File: src/rtl/sim_watchdog.sv
// Bench watchdog: synchronised reset release, core reset hold,
// retire-heartbeat hang detection and sticky error with cause code.
module sim_watchdog #(
  parameter int RST_CYCLES   = 2,
  parameter int BOOT_TIMEOUT = 16,
  parameter int RUN_TIMEOUT  = 8,
  parameter int HB_W         = 16
) (
  input  logic            clk,
  input  logic            rst_n,
  input  logic            heartbeat,
  input  logic            halt,
  input  logic            fault_in,
  input  logic            clr,
  output logic            core_rst,
  output logic            err,
  output logic [1:0]      err_cause,
  output logic [2:0]      state,
  output logic [HB_W-1:0] hb_count
);

  localparam int MAXT = (BOOT_TIMEOUT > RUN_TIMEOUT) ?
                        BOOT_TIMEOUT : RUN_TIMEOUT;
  localparam int CW   = $clog2(MAXT + 1);

  localparam logic [CW-1:0]   RST_LAST  = CW'(RST_CYCLES - 1);
  localparam logic [CW-1:0]   BOOT_LAST = CW'(BOOT_TIMEOUT - 1);
  localparam logic [CW-1:0]   RUN_LAST  = CW'(RUN_TIMEOUT - 1);
  localparam logic [CW-1:0]   CNT_ONE   = CW'(1);
  localparam logic [HB_W-1:0] HB_ONE    = HB_W'(1);

  typedef enum logic [2:0] {
    S_HOLD   = 3'd0,
    S_BOOT   = 3'd1,
    S_RUN    = 3'd2,
    S_HALTED = 3'd3,
    S_FAULT  = 3'd4
  } state_t;

  logic            r_sync1;
  logic            r_sync2;
  state_t          r_state;
  logic [CW-1:0]   r_cnt;
  logic [HB_W-1:0] r_hb;
  logic            r_core_rst;
  logic            r_err;
  logic [1:0]      r_cause;

  state_t          w_state_nx;
  logic [CW-1:0]   w_cnt_nx;
  logic [HB_W-1:0] w_hb_nx;
  logic            w_core_rst_nx;
  logic            w_err_nx;
  logic [1:0]      w_cause_nx;
  logic [HB_W-1:0] w_hb_inc;
  logic [CW-1:0]   w_last;

  always_ff @(posedge clk or negedge rst_n) begin
    if (!rst_n) begin
      r_sync1 <= 1'b0;
      r_sync2 <= 1'b0;
    end else begin
      r_sync1 <= 1'b1;
      r_sync2 <= r_sync1;
    end
  end

  assign w_hb_inc = (r_hb == '1) ? r_hb : r_hb + HB_ONE;
  assign w_last   = (r_state == S_BOOT) ? BOOT_LAST : RUN_LAST;

  always_comb begin
    w_state_nx    = r_state;
    w_cnt_nx      = r_cnt;
    w_hb_nx       = r_hb;
    w_core_rst_nx = r_core_rst;
    w_err_nx      = r_err;
    w_cause_nx    = r_cause;
    unique case (r_state)
      S_HOLD: begin
        if (clr) begin
          w_cnt_nx = '0;
        end else if (r_sync2) begin
          if (r_cnt == RST_LAST) begin
            w_state_nx    = S_BOOT;
            w_core_rst_nx = 1'b0;
            w_cnt_nx      = '0;
          end else begin
            w_cnt_nx = r_cnt + CNT_ONE;
          end
        end
      end
      S_BOOT, S_RUN: begin
        if (clr) begin
          w_state_nx    = S_HOLD;
          w_core_rst_nx = 1'b1;
          w_err_nx      = 1'b0;
          w_cause_nx    = 2'b00;
          w_cnt_nx      = '0;
          w_hb_nx       = '0;
        end else if (fault_in) begin
          w_state_nx = S_FAULT;
          w_err_nx   = 1'b1;
          w_cause_nx = 2'b11;
        end else if (halt) begin
          w_state_nx = S_HALTED;
        end else if (heartbeat) begin
          w_state_nx = S_RUN;
          w_cnt_nx   = '0;
          w_hb_nx    = w_hb_inc;
        end else if (r_cnt == w_last) begin
          w_state_nx = S_FAULT;
          w_err_nx   = 1'b1;
          w_cause_nx = (r_state == S_BOOT) ? 2'b01 : 2'b10;
        end else begin
          w_cnt_nx = r_cnt + CNT_ONE;
        end
      end
      S_HALTED, S_FAULT: begin
        if (clr) begin
          w_state_nx    = S_HOLD;
          w_core_rst_nx = 1'b1;
          w_err_nx      = 1'b0;
          w_cause_nx    = 2'b00;
          w_cnt_nx      = '0;
          w_hb_nx       = '0;
        end
      end
      default: begin
        w_state_nx    = S_HOLD;
        w_core_rst_nx = 1'b1;
        w_err_nx      = 1'b0;
        w_cause_nx    = 2'b00;
        w_cnt_nx      = '0;
        w_hb_nx       = '0;
      end
    endcase
  end

  always_ff @(posedge clk or negedge rst_n) begin
    if (!rst_n) begin
      r_state    <= S_HOLD;
      r_cnt      <= '0;
      r_hb       <= '0;
      r_core_rst <= 1'b1;
      r_err      <= 1'b0;
      r_cause    <= 2'b00;
    end else begin
      r_state    <= w_state_nx;
      r_cnt      <= w_cnt_nx;
      r_hb       <= w_hb_nx;
      r_core_rst <= w_core_rst_nx;
      r_err      <= w_err_nx;
      r_cause    <= w_cause_nx;
    end
  end

  assign core_rst  = r_core_rst;
  assign err       = r_err;
  assign err_cause = r_cause;
  assign state     = r_state;
  assign hb_count  = r_hb;

endmodule

File: config.mk
export PLATFORM = sky130hd
export DESIGN_NAME = sim_watchdog
export DESIGN_NICKNAME = d
export VERILOG_FILES = /design/src/rtl/sim_watchdog.sv
export SDC_FILE = /design/constraint.sdc
export NUM_CORES = 1
export LEC_CHECK = 0
export CORE_MARGIN = 2
export CORE_UTILIZATION = 57
export CTS_BUF_LIST = sky130_fd_sc_hd__clkbuf_8 sky130_fd_sc_hd__clkbuf_16
export DETAILED_ROUTE_END_ITERATION = 12
export PLACE_DENSITY = 0.83
export SYNTH_ARGS = -nofsm -noshare
export SYNTH_HDL_FRONTEND = slang
export SYNTH_SLANG_ARGS = --single-unit
export TNS_END_PERCENT = 100
File: constraint.sdc
create_clock -name clk -period 4.8 [get_ports clk]
set_input_delay 0.96 -clock clk [delete_from_list [all_inputs] [get_ports clk]]
set_output_delay 0.96 -clock clk [all_outputs]
set_load 0.01 [all_outputs]
==> impl_metrics.yaml, run 1 <==
worst_setup_path:
  endpoint_kind: "flop"
  crit_path_cell_trace: "clkdlybuf4s50_1 > nor3b_1 > nor2_1 > a211o_1 > or2_2 > o31ai_1"
  critPathLaunchType: "primary input"
  cpMaxStageDelayCell: "clkdlybuf4s50_1"
  critPathKind: "primary input to flop"
  crit_fanout: 15
  cp.arrival_ns: 3.05
  max_stage_delay_ns: 0.58
  cp.required_ns: 4.99
  critical_path_buf_inv_count: 1
  cp_top_family: "simple AND/OR/NAND/NOR gates"
routing:
  first_pass_iters: 4
  via_per_inst: 6.32
  ant_nets: 0
  drt-initial-drc-count: 75
  drc: 0
  drt-total-wl_mm: 4.25
  vias: 1636
  wl_per_cell_um: 16.4
cells_and_area:
  drive_gt1_share_pct: 7.96
  fin_cells: 259
  fin_nets: 234
  diodes: 0
  syn_to_final_growth_pct: 22.6
  num-fill-cells: 248
floorplan:
  die_area_um2: 3570
  io_pins: 29
  die_y_um: 59.8
  core_area_um2: 3000
  start_util_pct: 59.0
  fp-row-count: 20
  fp.dieW_um: 59.8
sta:
  rsz0062_at_grt: "no"
  hold_viol: 0
  period_share_pct: 59.6
  timing.max_slew.rel_slack_pct: 51.9
  tns_ns: 0
  slew_viol_final: 0
  setup_viol: 0
  skew_ns: 0.00995
  finalCriticalPeriod_ns: 2.86
  worst_pin_slew_ns: 0.716
  fmax_ghz: 0.350
pwr:
  ir_drop_mv: 0.276
  p_comb_share_pct: 26.7
  p_clk_share_pct: 31.7
  seq_power_share_pct: 41.6
  p_per_area_nw_per_um2: 356
  p_sw_share_pct: 30.9
  p_sw_w: 0.000239
  power.leakage_nw: 0.944
  p_int_w: 0.000535
global_route:
  grtUsageTotal_pct: 26.4
  overflow: 0
  antenna_found_initial: 0
  grt_pass1_wl_mm: 7.07
  grt_pass1_vias: 1539
  grt_max_degree: 31
status:
  status: "finished, final reports clean"
synth:
  yosysSeqAreaShare_pct: 42.4
  ys.flop_type: "dfrtp_1"
  syn_inst: 196
  synth_largest_area_cell: "dfrtp_1"
  async_flop_share_pct: 100
  yosys_register_bits: 30
  synth.net_count: 205
  synth_area_um2: 1770
  synth_edf_count: 0
  avgSynthCellArea_um2: 9.05
  yosys_warnings: 0
  ys_types: 52
  synth_top_area_share_pct: 40.9
  synth_area_leaders: "dfrtp_1, o21ai_0, nor2_1"
worst_hold_path:
  hp-class: "flop to flop"
clock_tree:
  numCtsBuffers: 5
  cts_root_buf: "clkbuf_8"
  cts_tree: "yes"
  cts_resized: 0
  htree_levels: 2
  cts_buffer_depth: 2
  postCtsSetupRepairBufs: 0
  insertion_delay_ns: 0.28
  holdBufCountCts: 0
  clk_pin_slew_ns: 0.07
  cts_sinks: 30
placement:
  dp_hpwl_mm: 2.93
  io_buffer_count: 28
  globalplace.congestion: 0.873
  dp_cells: 251
flow_run:
  drv_cap: 0
per-stage QoR:
step	util, %	power, W	hold WS, ns	cell area (um2)	worst slack [ns]
after detailed placement	68.8	0.000528	0.335	2070	1.66
after global placement	68.8	0.000516	0.339	2070	1.77
final	72.4	0.000774	0.372	2170	1.94
after floorplan	-	0.000443	0.331	1770	2.48
after global routing	72.4	0.000816	0.370	2170	1.78
after CTS	72.4	0.000779	0.370	2170	1.96
metal layers:
layer / part of all wire [%] / vias to the layer above / GRT usage (%)
li1: - / 787 / -
met1: 46 / 780 / 35.7
met2: 45 / 56 / 39.0
met3: 5.5 / 13 / 6.06
met4: 3.3 / 0 / 14.0
met5: 0 / - / 0
cells in the mapped netlist, drive strengths merged, types with 2 or more instances:
master   number
dfrtp        29
nor2         18
o21ai        17
nand2        13
nor3         12
a21oi         9
nand3         7
nor3b         5
or3           5
xnor2         5
a31oi         4
and3          4
and4          4
buf           4
clkbuf        4
inv           4
or2           4
a211o         3
a21o          3
ha            3
o211ai        3
a2111oi       2
mux2          2
nand2b        2
nand4         2
nor4b         2
nor4bb        2
o22ai         2
o31ai         2
xor2          2
logic make-up (layout without fill, tap and decap cells):
kind of cell    after synthesis  after routing  share of synthesized area, %
xor+xnor                      7              7                          3.46
simple gates                 87             87                          27.4
compound gates               54             54                          19.9
fa+ha+maj                     3              3                          2.12
other cells                   1              1                         0.212
flops                        30             30                          42.4
buf+inv                      12             42                          3.25
mux                           2              2                          1.27
worst paths after layout:
path                       depth (start not counted)      from  slack, ns     endpoint
max                                                6  fault_in       1.94  hb_count[5]
min in group asynchronous                          2     rst_n       1.07     state[2]
min                                                0   r_sync1       0.37      r_sync2
max reg2reg                                        5  state[0]       2.31     state[0]
min reg2reg                                        0   r_sync1       0.37      r_sync2
max in group asynchronous                          2     rst_n       3.42     core_rst
cell type report:
class / count / area [um2] / area share, %
clock buffers: 5 / 68.8 / 3.17
inverters: 4 / 15.0 / 0.691
clock inverters: 3 / 37.5 / 1.73
flip-flops and latches: 30 / 752 / 34.6
well taps: 33 / 41.3 / 1.90
multi-input cells: 154 / 963 / 44.3
repair buffers: 30 / 295 / 13.6
power by group through the flow:
stage               Combinational [W]  Sequential [W]  Clock, W
detailed placement           0.000203        0.000325         0
finish                       0.000206        0.000322  0.000246
CTS                          0.000206        0.000321  0.000251
floorplan                    0.000120        0.000323         0
global placement             0.000196        0.000320         0
global route                 0.000229        0.000326  0.000261
worst register-to-register path, cell delays in order, from the launching register on:
cell and delay, ns:
dfrtp_1 0.60, nor3b_1 0.64, xor2_1 0.21, or3_1 0.41, a41o_1 0.24, a221o_1 0.29
sequential cells by signal (all words and copies together) (netlist names):
signal and flops:
core_rst 1, err 1, err_cause 2, hb_count 16, r_cnt 5, r_sync1 1
r_sync2 1, state 3
cells in the final DEF, fill, tap and decap left out, drive strengths merged, types with 6 or more instances in the layout:
cell type	n
a21oi	9
clkdlybuf4s50	28
dfrtp	29
inv	6
nand2	13
nand3	7
nor2	18
nor3	12
o21ai	17
(Power assumes the default switching activity.)
==> run 2, diff against run 1 <==
CORE_UTILIZATION = 53   (was 57)
PLACE_DENSITY = 0.78   (was 0.83)
clock period = 2.85 ns   (was 4.8 ns; I/O delays follow)
==> impl_metrics.yaml, run 2 (synthesized netlist as in run 1, its figures left out) <==
pwr:
  p_total_w: 0.00126
  seq_power_share_pct: 42.8
  p_comb_share_pct: 28.2
  p_sw_share_pct: 32.7
  p_sw_w: 0.000412
  power.leakage_nw: 0.949
  p_per_area_nw_per_um2: 572
  p_int_w: 0.000849
  ir_drop_mv: 0.375
  p_clk_share_pct: 29.0
status:
  status: "finished, final reports clean"
routing:
  highest_layer: "met4"
  wl_met1_mm: 1.94
  drt-total-wl_mm: 4.43
  ant_nets: 0
  drc: 0
  drt-initial-drc-count: 123
  wl_per_cell_um: 16.2
  vias: 1681
  via_per_inst: 6.14
  wl_met2_mm: 2.18
  first_pass_iters: 5
  dr_wl_met3_um: 276
placement:
  io_buffer_count: 28
  globalplace.congestion: 0.894
  place_area_um2: 2110
  dp_cells: 266
  dp_hpwl_mm: 3.22
worst_setup_path:
  endpoint_kind: "flop"
  cp.arrival_ns: 2.61
  critPathKind: "primary input to flop"
  reg2reg_to: "hb_count[5]"
  cp.required_ns: 3.04
  r2r_setup_slack_ns: 0.47
  critPathLaunchType: "primary input"
  r2r_start: "hb_count[0]"
  reg2regPathDepth: 6
  crit_fanout: 15
clock_tree:
  postCtsSetupRepairBufs: 0
  cts_root_buf: "clkbuf_8"
  cts_resized: 0
  htree_levels: 2
  numCtsBuffers: 5
  holdBufCountCts: 0
  cts_buffer_depth: 2
  insertion_delay_ns: 0.29
  cts_tree: "yes"
  cts_sinks: 30
  clk_pin_slew_ns: 0.07
sta:
  worst_pin_slew_ns: 0.696
  fin_hold_ws_ns: 0.368
  period_share_pct: 85.0
  tns_ns: 0
  rsz0062_at_grt: "no"
  fmax_ghz: 0.413
  slew_viol_final: 0
  skew_ns: 0.00694
  setup_viol: 0
  timing.max_slew.rel_slack_pct: 53.3
  hold_viol: 0
  finalCriticalPeriod_ns: 2.42
global_route:
  grtUsageTotal_pct: 26.6
  grt_pass1_wl_mm: 7.32
  antenna_found_initial: 0
  grt_max_degree: 31
  grt_pass1_vias: 1574
  overflow: 0
worst_hold_path:
  hold_depth: 0
  holdPathEnd: "r_sync2"
  worstHoldStart: "r_sync1"
  hp-class: "flop to flop"
floorplan:
  fp.dieW_um: 61.8
  start_util_pct: 56.7
  die_y_um: 61.8
  die_area_um2: 3820
  io_pins: 29
  fp-row-count: 20
  core_area_um2: 3130
cells_and_area:
  num-fill-cells: 266
  final_common_cell: "dfrtp_1"
  largest_reg_flops: 16
  fin_cells: 274
  syn_to_final_growth_pct: 24.4
  drive_gt1_share_pct: 10.4
  diodes: 0
  fin_nets: 238
  stdcell_area_um2: 2210
  layout_common_cells: "dfrtp_1, clkdlybuf4s50_1, nor2_1"
flow_run:
  drv_cap: 0
==> run 2: cell types whose count changed in the layout (fill, tap and decap cells not counted) <==
cell        previous run  this run
bufinv_16              1         0
clkinv_2               0         1
clkbuf_8               5         6
inv_1                  6         4
buf_4                  2         6
clkinvlp_4             0         1
==> run 2: final cells by class <==
class	count	area, um2	area share [%]
Clock buffer	6	82.6	3.74
Clock inverter	2	12.5	0.567
Inverter	4	15.0	0.681
Multi-Input combinational cell	154	963	43.7
Sequential cell	30	752	34.1
Tap cell	44	55.1	2.50
Timing Repair Buffer	34	325	14.7
==> run 2: critical path, cell delays in order <==
cell and delay (ns):
clkdlybuf4s50_1 0.63, or2_2 0.22, o21ai_2 0.13, a211o_1 0.45, or2_2 0.38, o31ai_1 0.24
==> run 2: worst max path at each step <==
stage	start	end	depth (start not counted)
final	clr	hb_count[5]	6
after global routing	heartbeat	hb_count[5]	6
after CTS	clr	hb_count[5]	6
after detailed placement	clr	hb_count[4]	6
after global placement	heartbeat	hb_count[10]	6
after floorplan	state[0]	state[0]	5
==> run 2: layer usage <==
layer  global-route usage (%)  vias to the layer above
li1                         -                      797
met2                     42.1                       65
met5                        0                        -
met1                     34.8                      813
met4                     9.42                        0
met3                     7.66                        6
==> run 2: power by group through the flow <==
stage,sequential [W],combinational (W),clock (W)
2_1_floorplan,0.000545,0.000202,0
3_3_place_gp,0.000540,0.000342,0
3_5_place_dp,0.000546,0.000351,0
4_1_cts,0.000539,0.000353,0.000375
5_1_grt,0.000546,0.000389,0.000399
6_report,0.000540,0.000355,0.000366
==> run 2: metrics by stage <==
step,setup slack (ns),utilization (%)
final,0.428,70.5
after global routing,0.275,70.5
after global placement,0.285,67.5
after floorplan,0.815,-
after CTS,0.481,70.5
after detailed placement,0.189,67.5
==> run 3, diff against run 2 <==
clock period = 2.4 ns   (was 2.85 ns; I/O delays follow)
==> impl_metrics.yaml, run 3 (synthesized netlist as in run 1, its figures left out) <==
status:
  status: "finished, final reports clean"
routing:
  ant_nets: 0
  first_pass_iters: 5
  vias: 1728
  drt-total-wl_mm: 4.47
  drt-initial-drc-count: 148
  wl_per_cell_um: 15.6
  via_per_inst: 6.02
  drc: 0
worst_setup_path:
  endpoint_kind: "flop"
  critPathKind: "flop to flop"
  cp.required_ns: 2.62
  cp.arrival_ns: 2.39
  cpMaxStageDelayCell: "dfrtp_1"
  r2r_setup_slack_ns: 0.22
  max_stage_delay_ns: 0.43
  critPathLaunchType: "flop"
  crit_path_cell_trace: "ha_1 > and3_1 > and4_1 > a211o_1 > or4_1 > a21oi_1"
  crit_fanout: 11
pwr:
  ir_drop_mv: 0.580
  power.leakage_nw: 1.02
  p_per_area_nw_per_um2: 659
cells_and_area:
  diodes: 0
  final_common_cell: "dfrtp_1"
  drive_gt1_share_pct: 14.8
  largest_reg_flops: 16
  layout_common_cells: "dfrtp_1, clkdlybuf4s50_1, buf_4"
  syn_to_final_growth_pct: 29.7
  fin_nets: 251
sta:
  slew_viol_final: 0
  setup_viol: 0
  skew_ns: 0.00675
  fin_hold_ws_ns: 0.345
  fmax_ghz: 0.459
  period_share_pct: 90.7
  worst_pin_slew_ns: 0.535
  setup_ws_ns: 0.222
  tns_ns: 0
  rsz0062_at_grt: "no"
  finalCriticalPeriod_ns: 2.18
  timing.max_slew.rel_slack_pct: 63.8
  hold_viol: 0
clock_tree:
  insertion_delay_ns: 0.29
  clk_pin_slew_ns: 0.07
  postCtsSetupRepairBufs: 0
  htree_levels: 2
  cts_buffer_depth: 2
  holdBufCountCts: 0
  cts_root_buf: "clkbuf_8"
  cts_tree: "yes"
  cts_sinks: 30
  numCtsBuffers: 5
  cts_resized: 0
global_route:
  met3_usage_pct: 6.42
  use_met2_pct: 40.9
  grtUsageMet1_pct: 35.6
  grt_max_degree: 31
  grtUsageTotal_pct: 26.1
  top_usage_layer: "met2"
  grt_pass1_wl_mm: 7.29
  grt_pass1_vias: 1604
  overflow: 0
  antenna_found_initial: 0
placement:
  place_ws_ns: -0.0148
  io_buffer_count: 28
  dp_hpwl_mm: 3.27
  globalplace.congestion: 0.868
floorplan:
  io_pins: 29
  fp-row-count: 20
  start_util_pct: 56.7
  die_area_um2: 3820
  core_area_um2: 3130
  die_y_um: 61.8
  fp.dieW_um: 61.8
worst_hold_path:
  hp-class: "flop to flop"
flow_run:
  drv_cap: 0
## run 3: changes by cell type in the layout (fill, tap and decap cells not counted), sizes merged
cell / previous run / this run
buf: 6 / 19
clkinvlp: 1 / 0
inv: 4 / 5
## run 3: power breakdown
group          leakage, nW  internal [W]  switching (W)
Sequential           0.406      0.000572      0.0000627
Clock               0.0524      0.000227       0.000198
Combinational        0.563      0.000225       0.000230
## run 3: worst paths after layout
kind | depth (start not counted) | startpoint | end
setup / recovery | 6 | hb_count[0] | hb_count[10]
hold / removal | 0 | r_sync1 | r_sync2
setup reg to reg | 6 | hb_count[0] | hb_count[10]
hold reg to reg | 0 | r_sync1 | r_sync2
max in group asynchronous | 2 | rst_n | core_rst
min in group asynchronous | 2 | rst_n | state[2]
## run 3: layer usage
metal / routed length (um) / share of wire (%)
met2: 2110 / 47
met3: 248 / 5.6
met1: 2020 / 45
met4: 82 / 1.8
met5: 0 / 0
## run 3: final cells by class
class | instances | area [um2]
Clock inverter | 2 | 8.76
Sequential cell | 30 | 752
Fill cell | 253 | 828
Tap cell | 44 | 55.1
Inverter | 4 | 15.0
Multi-Input combinational cell | 154 | 963
Clock buffer | 6 | 82.6
Timing Repair Buffer | 47 | 423
## run 3: critical path: cells and delay by family, from the launching register on
| family | cells | cell delay (ns) |
|---|---|---|
| and+or+nand+nor | 3 | 0.86 |
| AOI/OAI and AO/OA | 2 | 0.56 |
| DFF | 1 | 0.43 |
| adders and majority gates | 1 | 0.26 |
## run 3: metrics by stage
| step | cell area, um2 | power, W | instances | util, % |
|---|---|---|---|---|
| floorplan | 1770 | 0.000886 | 196 | - |
| global placement | 2210 | 0.00107 | 279 | 70.6 |
| detailed placement | 2210 | 0.00109 | 279 | 70.6 |
| CTS | 2300 | 0.00151 | 287 | 73.5 |
| global route | 2300 | 0.00159 | 287 | 73.5 |
| finish | 2300 | 0.00151 | 287 | 73.5 |
